===== src/rtl/bvh_trav_ctrl_pkg.sv =====
// rtl/bvh_trav_ctrl_pkg.sv - shared types for the BVH traversal controller
package bvh_trav_ctrl_pkg;

    localparam int T_W   = 49;
    localparam int IDX_W = 16;

    typedef logic signed [T_W-1:0] t_val_t;

    typedef struct packed {
        t_val_t min;
        t_val_t max;
    } range_t;

    typedef struct packed {
        t_val_t x;
        t_val_t y;
        t_val_t z;
    } vec_t;

    typedef enum logic [2:0] {
        ST_IDLE,
        ST_ISSUE,
        ST_WAIT,
        ST_LEAF,
        ST_POP,
        ST_DONE
    } trav_state_t;

    typedef struct packed {
        logic [IDX_W-1:0] idx;
        t_val_t           tmin;
    } stack_entry_t;

endpackage


===== src/rtl/bvh_trav_ctrl_if.sv =====
// rtl/bvh_trav_ctrl_if.sv - ray, node, result, leaf and tclose channels of the traversal controller
interface bvh_trav_ctrl_if
    import bvh_trav_ctrl_pkg::*;
#(
    parameter int NODE_IDX_W = 16,
    parameter int CNT_W      = 4
);
    logic                  ray_valid;
    logic                  ray_ready;
    logic [NODE_IDX_W-1:0] root_idx;
    range_t                ray_range;

    logic                  node_valid;
    logic                  node_ready;
    logic [NODE_IDX_W-1:0] node_idx;
    range_t                node_range;

    logic                  res_valid;
    logic                  res_hit;
    range_t                res_range;
    logic                  res_is_leaf;
    logic [NODE_IDX_W-1:0] res_first;
    logic [CNT_W-1:0]      res_count;

    logic                  leaf_valid;
    logic                  leaf_ready;
    logic [NODE_IDX_W-1:0] leaf_first;
    logic [CNT_W-1:0]      leaf_count;
    range_t                leaf_range;

    logic                  tclose_valid;
    t_val_t                tclose;
    logic                  done;
    logic                  overflow;

    modport master (
        input  ray_valid, root_idx, ray_range, node_ready,
               res_valid, res_hit, res_range, res_is_leaf, res_first, res_count,
               leaf_ready, tclose_valid, tclose,
        output ray_ready, node_valid, node_idx, node_range,
               leaf_valid, leaf_first, leaf_count, leaf_range, done, overflow
    );

    modport slave (
        output ray_valid, root_idx, ray_range, node_ready,
               res_valid, res_hit, res_range, res_is_leaf, res_first, res_count,
               leaf_ready, tclose_valid, tclose,
        input  ray_ready, node_valid, node_idx, node_range,
               leaf_valid, leaf_first, leaf_count, leaf_range, done, overflow
    );
endinterface


===== src/rtl/bvh_trav_ctrl_stack.sv =====
// rtl/bvh_trav_ctrl_stack.sv - LIFO of deferred siblings; only the pointer is reset
module bvh_trav_stack #(
    parameter int DATA_W = 65,
    parameter int DEPTH  = 16
) (
    input  logic              clk,
    input  logic              rst_n,
    input  logic              push_i,
    input  logic [DATA_W-1:0] push_data_i,
    input  logic              pop_i,
    output logic [DATA_W-1:0] pop_data_o,
    output logic              full_o,
    output logic              empty_o
);
    localparam int AW = $clog2(DEPTH);
    localparam logic [AW:0]   CNT_ONE = 1;
    localparam logic [AW-1:0] PTR_ONE = 1;

    logic [AW:0]       cnt_q;
    logic [DATA_W-1:0] mem_q [DEPTH];
    logic [AW-1:0]     top_ptr;

    // DEPTH is a power of two, so the count MSB alone means full
    assign full_o     = cnt_q[AW];
    assign empty_o    = (cnt_q == '0);
    assign top_ptr    = cnt_q[AW-1:0] - PTR_ONE;
    assign pop_data_o = mem_q[top_ptr];

    always_ff @(posedge clk or negedge rst_n) begin
        if (!rst_n) begin
            cnt_q <= '0;
        end else if (push_i && !full_o) begin
            cnt_q <= cnt_q + CNT_ONE;
        end else if (pop_i && !empty_o) begin
            cnt_q <= cnt_q - CNT_ONE;
        end
    end

    always_ff @(posedge clk) begin
        if (push_i && !full_o) begin
            mem_q[cnt_q[AW-1:0]] <= push_data_i;
        end
    end
endmodule


===== src/rtl/bvh_trav_ctrl.sv =====
// rtl/bvh_trav_ctrl.sv - per-ray BVH traversal controller with deferred-sibling stack
// Optional BVH_TRAV_STATS_EN adds stat_nodes/stat_leaves handshake counters.
module bvh_trav_ctrl
    import bvh_trav_ctrl_pkg::*;
#(
    parameter int NODE_IDX_W  = 16,
    parameter int STACK_DEPTH = 16,
    parameter int CNT_W       = 4
) (
    input  logic               clk,
    input  logic               rst_n,
    bvh_trav_ctrl_if.master    bus
`ifdef BVH_TRAV_STATS_EN
    ,
    output logic [31:0]        stat_nodes,
    output logic [31:0]        stat_leaves
`endif
);
    localparam int SE_W = NODE_IDX_W + T_W;
    localparam logic [NODE_IDX_W-1:0] IDX_ONE = 1;

    trav_state_t           state_q, state_d;
    logic [NODE_IDX_W-1:0] cur_idx_q, cur_idx_d;
    range_t                cur_rng_q, cur_rng_d;
    logic [NODE_IDX_W-1:0] leaf_first_q, leaf_first_d;
    logic [CNT_W-1:0]      leaf_count_q, leaf_count_d;
    range_t                leaf_range_q, leaf_range_d;
    logic                  overflow_q, overflow_d;

    logic                  push, pop, full, empty;
    logic [SE_W-1:0]       push_data, pop_data;
    logic [NODE_IDX_W-1:0] pop_idx;
    t_val_t                pop_tmin;

    assign push_data           = {bus.res_first + IDX_ONE, bus.res_range.min};
    assign {pop_idx, pop_tmin} = pop_data;

    bvh_trav_stack #(.DATA_W(SE_W), .DEPTH(STACK_DEPTH)) u_stack (
        .clk         (clk),
        .rst_n       (rst_n),
        .push_i      (push),
        .push_data_i (push_data),
        .pop_i       (pop),
        .pop_data_o  (pop_data),
        .full_o      (full),
        .empty_o     (empty)
    );

    always_comb begin
        state_d      = state_q;
        cur_idx_d    = cur_idx_q;
        cur_rng_d    = cur_rng_q;
        leaf_first_d = leaf_first_q;
        leaf_count_d = leaf_count_q;
        leaf_range_d = leaf_range_q;
        overflow_d   = overflow_q;
        push         = 1'b0;
        pop          = 1'b0;

        // Closest-hit tightening runs alongside whatever the FSM does with min
        if (state_q != ST_IDLE && bus.tclose_valid && (bus.tclose < cur_rng_q.max)) begin
            cur_rng_d.max = bus.tclose;
        end

        case (state_q)
            ST_IDLE: begin
                if (bus.ray_valid) begin
                    cur_idx_d  = bus.root_idx;
                    cur_rng_d  = bus.ray_range;
                    overflow_d = 1'b0;
                    state_d    = ST_ISSUE;
                end
            end
            ST_ISSUE: begin
                if (bus.node_ready) state_d = ST_WAIT;
            end
            ST_WAIT: begin
                if (bus.res_valid) begin
                    if (!bus.res_hit) begin
                        state_d = ST_POP;
                    end else if (bus.res_is_leaf) begin
                        leaf_first_d = bus.res_first;
                        leaf_count_d = bus.res_count;
                        leaf_range_d = bus.res_range;
                        state_d      = ST_LEAF;
                    end else begin
                        push = 1'b1;
                        if (full) overflow_d = 1'b1;
                        cur_idx_d     = bus.res_first;
                        cur_rng_d.min = bus.res_range.min;
                        state_d       = ST_ISSUE;
                    end
                end
            end
            ST_LEAF: begin
                if (bus.leaf_ready) state_d = ST_POP;
            end
            ST_POP: begin
                if (empty) begin
                    state_d = ST_DONE;
                end else begin
                    pop = 1'b1;
                    if (pop_tmin < cur_rng_q.max) begin
                        cur_idx_d     = pop_idx;
                        cur_rng_d.min = pop_tmin;
                        state_d       = ST_ISSUE;
                    end
                end
            end
            ST_DONE: state_d = ST_IDLE;
            default: state_d = ST_IDLE;
        endcase
    end

    always_ff @(posedge clk or negedge rst_n) begin
        if (!rst_n) begin
            state_q      <= ST_IDLE;
            cur_idx_q    <= '0;
            cur_rng_q    <= '0;
            leaf_first_q <= '0;
            leaf_count_q <= '0;
            leaf_range_q <= '0;
            overflow_q   <= 1'b0;
        end else begin
            state_q      <= state_d;
            cur_idx_q    <= cur_idx_d;
            cur_rng_q    <= cur_rng_d;
            leaf_first_q <= leaf_first_d;
            leaf_count_q <= leaf_count_d;
            leaf_range_q <= leaf_range_d;
            overflow_q   <= overflow_d;
        end
    end

    assign bus.ray_ready  = (state_q == ST_IDLE);
    assign bus.node_valid = (state_q == ST_ISSUE);
    assign bus.node_idx   = cur_idx_q;
    assign bus.node_range = cur_rng_q;
    assign bus.leaf_valid = (state_q == ST_LEAF);
    assign bus.leaf_first = leaf_first_q;
    assign bus.leaf_count = leaf_count_q;
    assign bus.leaf_range = leaf_range_q;
    assign bus.done       = (state_q == ST_DONE);
    assign bus.overflow   = overflow_q;

`ifdef BVH_TRAV_STATS_EN
    logic [31:0] stat_nodes_q, stat_leaves_q;

    always_ff @(posedge clk or negedge rst_n) begin
        if (!rst_n) begin
            stat_nodes_q  <= '0;
            stat_leaves_q <= '0;
        end else if (state_q == ST_IDLE && bus.ray_valid) begin
            stat_nodes_q  <= '0;
            stat_leaves_q <= '0;
        end else begin
            if (bus.node_valid && bus.node_ready) stat_nodes_q  <= stat_nodes_q + 32'd1;
            if (bus.leaf_valid && bus.leaf_ready) stat_leaves_q <= stat_leaves_q + 32'd1;
        end
    end

    assign stat_nodes  = stat_nodes_q;
    assign stat_leaves = stat_leaves_q;
`endif
endmodule


===== src/flat_wrapper.sv =====
// flat-port wrapper written by rule: the top's interface ports become plain ports
module bvh_trav_ctrl_flat import bvh_trav_ctrl_pkg::*;
#(
    parameter int NODE_IDX_W  = 16,
    parameter int STACK_DEPTH = 16,
    parameter int CNT_W       = 4
)
  (clk, rst_n, bus_ray_valid, bus_root_idx, bus_ray_range, bus_node_ready, bus_res_valid, bus_res_hit, bus_res_range, bus_res_is_leaf, bus_res_first, bus_res_count, bus_leaf_ready, bus_tclose_valid, bus_tclose, bus_ray_ready, bus_node_valid, bus_node_idx, bus_node_range, bus_leaf_valid, bus_leaf_first, bus_leaf_count, bus_leaf_range, bus_done, bus_overflow);
  bvh_trav_ctrl_if #(.NODE_IDX_W(NODE_IDX_W), .CNT_W(CNT_W)) bus_i ();
  input  logic clk;
  input  logic rst_n;
  input wire logic [$bits(bus_i.ray_valid)-1:0] bus_ray_valid;
  input wire logic [$bits(bus_i.root_idx)-1:0] bus_root_idx;
  input wire logic [$bits(bus_i.ray_range)-1:0] bus_ray_range;
  input wire logic [$bits(bus_i.node_ready)-1:0] bus_node_ready;
  input wire logic [$bits(bus_i.res_valid)-1:0] bus_res_valid;
  input wire logic [$bits(bus_i.res_hit)-1:0] bus_res_hit;
  input wire logic [$bits(bus_i.res_range)-1:0] bus_res_range;
  input wire logic [$bits(bus_i.res_is_leaf)-1:0] bus_res_is_leaf;
  input wire logic [$bits(bus_i.res_first)-1:0] bus_res_first;
  input wire logic [$bits(bus_i.res_count)-1:0] bus_res_count;
  input wire logic [$bits(bus_i.leaf_ready)-1:0] bus_leaf_ready;
  input wire logic [$bits(bus_i.tclose_valid)-1:0] bus_tclose_valid;
  input wire logic [$bits(bus_i.tclose)-1:0] bus_tclose;
  output wire logic [$bits(bus_i.ray_ready)-1:0] bus_ray_ready;
  output wire logic [$bits(bus_i.node_valid)-1:0] bus_node_valid;
  output wire logic [$bits(bus_i.node_idx)-1:0] bus_node_idx;
  output wire logic [$bits(bus_i.node_range)-1:0] bus_node_range;
  output wire logic [$bits(bus_i.leaf_valid)-1:0] bus_leaf_valid;
  output wire logic [$bits(bus_i.leaf_first)-1:0] bus_leaf_first;
  output wire logic [$bits(bus_i.leaf_count)-1:0] bus_leaf_count;
  output wire logic [$bits(bus_i.leaf_range)-1:0] bus_leaf_range;
  output wire logic [$bits(bus_i.done)-1:0] bus_done;
  output wire logic [$bits(bus_i.overflow)-1:0] bus_overflow;
  assign bus_i.ray_valid = bus_ray_valid;
  assign bus_i.root_idx = bus_root_idx;
  assign bus_i.ray_range = bus_ray_range;
  assign bus_i.node_ready = bus_node_ready;
  assign bus_i.res_valid = bus_res_valid;
  assign bus_i.res_hit = bus_res_hit;
  assign bus_i.res_range = bus_res_range;
  assign bus_i.res_is_leaf = bus_res_is_leaf;
  assign bus_i.res_first = bus_res_first;
  assign bus_i.res_count = bus_res_count;
  assign bus_i.leaf_ready = bus_leaf_ready;
  assign bus_i.tclose_valid = bus_tclose_valid;
  assign bus_i.tclose = bus_tclose;
  assign bus_ray_ready = bus_i.ray_ready;
  assign bus_node_valid = bus_i.node_valid;
  assign bus_node_idx = bus_i.node_idx;
  assign bus_node_range = bus_i.node_range;
  assign bus_leaf_valid = bus_i.leaf_valid;
  assign bus_leaf_first = bus_i.leaf_first;
  assign bus_leaf_count = bus_i.leaf_count;
  assign bus_leaf_range = bus_i.leaf_range;
  assign bus_done = bus_i.done;
  assign bus_overflow = bus_i.overflow;
  bvh_trav_ctrl #(.NODE_IDX_W(NODE_IDX_W), .STACK_DEPTH(STACK_DEPTH), .CNT_W(CNT_W)) u_core (.clk(clk), .rst_n(rst_n), .bus(bus_i));
endmodule

===== config.mk =====
export PLATFORM = sky130hd
export DESIGN_NAME = bvh_trav_ctrl_flat
export DESIGN_NICKNAME = d
export VERILOG_FILES = /design/src/rtl/bvh_trav_ctrl_pkg.sv /design/src/rtl/bvh_trav_ctrl_if.sv /design/src/rtl/bvh_trav_ctrl_stack.sv /design/src/rtl/bvh_trav_ctrl.sv /design/src/flat_wrapper.sv
export SDC_FILE = /design/constraint.sdc
export NUM_CORES = 2
export LEC_CHECK = 0
export CORE_MARGIN = 1
export CORE_UTILIZATION = 55
export CTS_CLUSTER_DIAMETER = 100
export DETAILED_ROUTE_END_ITERATION = 8
export DONT_BUFFER_PORTS = 1
export PLACE_DENSITY = 0.78
export SETUP_SLACK_MARGIN = 0.02
export SYNTH_ARGS = -nofsm -noshare
export SYNTH_HDL_FRONTEND = slang
export SYNTH_SLANG_ARGS = --single-unit

===== constraint.sdc =====
create_clock -name clk -period 15.17 [get_ports clk]
set_input_delay 3.034 -clock clk [delete_from_list [all_inputs] [get_ports clk]]
set_output_delay 3.034 -clock clk [all_outputs]
set_load 0.01 [all_outputs]

[Yosys cells after proc, flatten, opt, wreduce, memory -nomap -nowiden]
Memory sizes are Yosys's and may differ from the RTL's.
Index checks and enable logic that the tools add are counted.
Cells by class
  add/subtract/negate cells: 4
  multipliers: 0
  div/mod/pow operators: 0
  order comparisons: 2
  eq/ne operators: 15
  shift operators: 0
  muxes and demuxes: 41
  bitwise logic cells: 0
  reduce and logical (&&, ||, !) cells: 16
Operator list (count)
  $mux W49: 7
  $pmux W49 S3: 1
  $lt A49 B49 Y1: 2
  $mux W98: 1
  $mux W16: 6
  $pmux W16 S3: 1
  $mux W3: 7
  $add A16 B1 Y16 const B: 1
  $ne A2 B2 Y1 const B: 8
  $pmux W3 S5: 1
  $mux W1: 13
  $mux W5: 2
  $reduce_and A7 Y1: 1
  $eq A3 B2 Y1 const B: 2
  $eq A3 B3 Y1 const B: 2
  $reduce_and A6 Y1: 1
  $reduce_bool A3 Y1: 2
  $add A5 B1 Y5 const B: 1
  $logic_not A5 Y1: 1
  $reduce_and A5 Y1: 1
  $sub A5 B1 Y5 const B: 1
  $logic_and A1 B1 Y1: 4
  $reduce_and A4 Y1: 1
  $reduce_bool A2 Y1: 2
  8 further kinds: 9
Storage, ports and cells
  register bits: 241
  latch bits: 0
  bits in writable memories: 1040
  bits in read-only memories: 0
  bits of input ports: 290
  output and inout port bits: 237
  word-level logic and storage cells: 89
  memories: 1
Memories
  u_core.u_stack.mem_q: words 16, bits a word 65, rd ports 1, clocked after memory_dff 0, write ports 1, RTL line bvh_trav_ctrl_stack.sv:20  | logic [DATA_W-1:0] mem_q [DEPTH];

[Depth between registers and ports, before layout]
  word-level depth: 7
  depth in mapped cells: 21
  gate-level depth less buffers: 13

[Modules after synthesis]
A second synthesis with hierarchy kept.
Unflattened totals
  cell total of the unflattened synthesis: 2840
  area, all modules: 52335.2 µm²
By module, submodules not included
  bvh_trav_stack: times used 1, cells each 1735, area each 39590.5 µm², sequential area each 31355.1 µm²
  bvh_trav_ctrl: times used 1, cells each 1105, area each 12744.7 µm², sequential area each 5905.7 µm²

[Worst setup path after synthesis]
Ideal clock, no wire load.
  path type: input-to-reg
  start point: input port bus_res_valid
  end point: memory u_core.u_stack.mem_q[1][0] (enable)
  library setup time: 0.648 ns
  data arrival time: 9.779 ns
  data required time: 14.522 ns
  slack: 4.743 ns
  stages on the path: 6
  path buffers: 0
  cells stage by stage: nand2_1 > nor2_1 > nand2_1 > nor2_1 > inv_1 > nor4_1
On the way
  cells in the longest elaborated chain, start to end: 5
Ends and longest elaborated chain
  from (decl): RTL line flat_wrapper.sv:16  | input wire logic [$bits(bus_i.res_valid)-1:0] bus_res_valid;
  $mux W1: RTL line bvh_trav_ctrl.sv:78  | if (bus.res_valid) begin
  $mux W1: RTL line bvh_trav_ctrl.sv:65  | case (state_q)
  $logic_and A1 B1 Y1: RTL line bvh_trav_ctrl_stack.sv:40  | if (push_i && !full_o) begin
  $mux W1: RTL line bvh_trav_ctrl_stack.sv:40
  $mux W1 (implied by the code): RTL line bvh_trav_ctrl_stack.sv:41  | mem_q[cnt_q[AW-1:0]] <= push_data_i;
  to (decl): RTL line bvh_trav_ctrl_stack.sv:20
Every way passes these cells.

[Worst setup path in the final report]
  start point: register u_core.u_stack.cnt_q[0]
  end point: register u_core.cur_idx_q[3], in the netlist u_core.bus.node_idx[3]
On the way
  cells in the longest elaborated chain, start to end: 5
  elaborated cells on any way between the ends: 10
  those cells by class: 1 x add/sub; 1 x order compare; 2 x eq/ne; 3 x mux; 2 x reduce/logical; 1 x memory
Ends and longest elaborated chain
  from (decl): RTL line bvh_trav_ctrl_stack.sv:19  | logic [AW:0] cnt_q;
  from (signal assigned): RTL line bvh_trav_ctrl_stack.sv:33  | cnt_q <= cnt_q + CNT_ONE;
  from (signal assigned): RTL line bvh_trav_ctrl_stack.sv:35  | cnt_q <= cnt_q - CNT_ONE;
  $sub A4 B1 Y4 *: RTL line bvh_trav_ctrl_stack.sv:26  | assign top_ptr = cnt_q[AW-1:0] - PTR_ONE;
  net u_core.u_stack.top_ptr[0]: RTL line bvh_trav_ctrl_stack.sv:21  | logic [AW-1:0] top_ptr;
  $mem_v2 Z16 W65 *
  $lt A49 B49 Y1 or $mux W16 (tied branches): RTL line bvh_trav_ctrl.sv:103  | if (pop_tmin < cur_rng_q.max) begin
  $ne A2 B1 Y1 (no line) or $mux W16 (tied branches)
  $reduce_and A7 Y1 (no line) or $pmux W16 S3 (tied branches)
  to (signal assigned): RTL line bvh_trav_ctrl.sv:126  | cur_idx_q <= cur_idx_d;
  to (decl): RTL line bvh_trav_ctrl.sv:23  | logic [NODE_IDX_W-1:0] cur_idx_q, cur_idx_d;
The timed path passes the listed nets; every way through them passes the cells marked *. The select of a mux whose other input is x is not followed.
A chain may end at the register's enable or synchronous reset.

==> flow_summary.toml <==
[route]
dr.first_iter.drc_count = 3634
drc = 0
drtPass1Iterations = 8
vias = 27600
viasPerCell = 6.75
routed_wl_um = 137000
ant_nets = 0
avgRoutedWirePerCell_um = 33.5

[critical_path]
slowest_delay_ps = 1110
worstPathRequired_ps = 15780
r2r_setup_slack_ps = 6800
r2r_end = "u_core.bus.node_idx[3]"
worst_r2r_path_depth = 15
crit_slowest_cell = "dfrtp_4"
cp_cell_sequence = "inv_1, ha_4, buf_12, mux4_2, mux4_2, ha_1, nand4_1, nor4_1, a221o_1, o21ai_0, o311a_1, a21oi_1, o32ai_4, buf_4, mux2_2"
crit_top_cell = "mux4_2"
r2r_start = "u_core.u_stack.cnt_q[0]"
crit_path_max_fanout = 138
crit_type = "reg2reg"
critical_path.endpoint_type = "register"
cp-endpoint = "u_core.bus.node_idx[3]"
startpoint_type = "register"
cp.arrival_ps = 8980
cp-startpoint = "u_core.u_stack.cnt_q[0]"

[clock_tree]
ctsResizeCount = 0
cts_tree = "built"
clkSinkCount = 1281
htree_levels = 4
hold_buffers = 0
cts_buffers = 133
cts_buffer_depth = 3
clkSlewWorstSetupHoldPaths_ps = 60
cts_setup_buffers = 0
cts_root_buf = "clkbuf_16"
clk_latency_ps = 750

[final_layout]
layout_commonest_cell = "edfxtp_1"
drive_above_1_share_pct = 25.0
syn2layout_area_growth_pct = 10.9
layout_common_cells = "edfxtp_1, mux4_2, dfrtp_1"
fillers = 6273
nets = 3116

[sta]
slew_viol_final = 0
hold_viol_final = 0
rsz0062_at_grt = "false"
min_period_over_period_pct = 55.2
tightest_slew_ps = 1410
slew_headroom_pct = 4.93
fin_skew_ps = 27.3
finalSetupViolCount = 0
period_needed_ps = 8370
timing.fmax_mhz = 119
finalSetupTns_ps = 0

[global_route]
grt_pass1_wl_um = 194000
grt_pass1_vias = 28300
antenna_found_initial = 6
grt_max_degree = 242
grt-ovfl-total = 0
grt.total_usage_pct = 28.6

[power_and_ir_drop]
combPwrFrac_pct = 35.7
p_leak_nw = 20.0
internal_power_mw = 7.93
power_switching_mw = 4.14
p_seq_share_pct = 38.2
power_density_mw_per_mm2 = 208
vdd_ir_drop_max_uv = 258
p_total_mw = 12.1
p_clk_share_pct = 26.1
swShare_pct = 34.3

[yosys]
syn_nets = 3073
yosysSeqAreaShare_pct = 71.3
yosysWarnings = 0
synth-edff-count = 1040
synth_flop_cell = "edfxtp_1"
ys_ff_latch = 1281
synth_cell_types = 56
netlist_area_mm2 = 0.0523
async_flop_share_pct = 18.8
postSynthCellCount = 2677
synth_area_per_cell_um2 = 19.5

[die]
rows = 112
start_util_pct = 55.8
fp.dieW_um = 310
core_area_mm2 = 0.0937
die_area_mm2 = 0.0963
ios = 527
die_h_um = 310

[min_path]
hold_path.class = "reg2reg"
hp-start = "u_core.bus.node_range[70]"

[placed_design]
gp_congestion = 0.861
place_hpwl_um = 80800
portBuffers = 0

[run_status]
outcome = "completed"

[run]
cap_viol_max_count = 0
-- worst min path at each step --
stage | slack [ps] | depth (start not counted) | endpoint
after global placement | 560 | 1 | u_core.bus.node_idx[14]
final | 580 | 2 | u_core.bus.node_range[70]
after global routing | 590 | 2 | u_core.bus.node_range[97]
after CTS | 580 | 2 | u_core.bus.node_range[70]
after floorplan | 530 | 2 | u_core.bus.overflow
after detailed placement | 570 | 1 | u_core.bus.leaf_range[97]
-- metrics by stage --
step | utilization (%) | setup WS, ps | instance area [um2] | hold WS (ps) | instances
3_3_place_gp | 57.3 | 6970 | 53700 | 562 | 3839
6_report | 61.8 | 6800 | 57900 | 576 | 4084
3_5_place_dp | 57.3 | 6790 | 53700 | 567 | 3839
4_1_cts | 61.8 | 6750 | 57900 | 578 | 4081
5_1_grt | 61.8 | 6400 | 57900 | 590 | 4084
2_1_floorplan | - | 4740 | 52300 | 528 | 2677
-- state kept, by name (all words and copies together) (netlist names) --
register	flops
u_core.u_stack.mem_q	1040
u_core.bus.leaf_range	98
u_core.bus.node_range	98
u_core.bus.leaf_first	16
u_core.bus.node_idx	16
u_core.u_stack.cnt_q	5
u_core.bus.leaf_count	4
u_core.state_q	3
u_core.bus.overflow	1
-- power groups by stage --
| stage | registers [mW] | logic (mW) | clock network (mW) |
|---|---|---|---|
| after floorplan | 4.51 | 3.15 | 0 |
| after global placement | 4.66 | 4.13 | 0 |
| after detailed placement | 4.68 | 4.26 | 0 |
| after CTS | 4.61 | 4.32 | 3.18 |
| after global routing | 4.65 | 4.60 | 3.32 |
| final | 4.61 | 4.31 | 3.15 |
-- metal layers --
metal | global-route usage [%] | up-vias | wire length, um
li1 | - | 11000 | -
met1 | 37.7 | 14500 | 49400
met2 | 47.2 | 1818 | 68700
met3 | 6.24 | 285 | 14300
met4 | 10.2 | 2 | 4240
met5 | 0 | - | 54
-- cell families after synthesis --
family,after synthesis,synth area share (%)
DFF,1281,71.3
muxes,559,18.4
AOI/OAI and AO/OA,254,3.51
buffers and inverters,249,2.02
and+or+nand+nor,209,1.90
adders and majority gates,106,2.55
xor gates and xnor gates,19,0.333
-- area by class of cell --
type                    instances  area, um2  share of cell area (%)
clock inverters                60        566                   0.976
multi-input cells            1147      14100                    24.4
diodes                          3       7.51                  0.0130
well taps                    1254       1570                    2.71
clock buffers                 182       3640                    6.28
inverters                     110        413                   0.713
repair buffers                 47        365                   0.630
flip-flops and latches       1281      37300                    64.3
-- synthesized netlist by cell type, types with 27 or more instances --
library cell	number	share of area, %
a211oi_1	36	0.52
a21oi_1	43	0.41
a222oi_1	48	0.92
buf_2	27	0.26
clkbuf_1	84	0.60
dfrtp_1	241	12
edfxtp_1	1040	60
ha_1	105	2.5
inv_1	110	0.79
mux2_2	134	2.9
mux2i_1	115	2.2
mux4_2	308	13
nand2_1	90	0.65
nor2_1	29	0.21
o21ai_0	56	0.54
-- critical path: cells and delay by family, from the launching register on --
kind / cells / cell delay [ps]
buf+inv: 3 / 1840
compound gates: 5 / 1840
fa+ha+maj: 2 / 1310
mux: 3 / 1360
flops: 1 / 1110
simple gates: 2 / 430
Note: power is estimated with default switching activity, not from simulation.
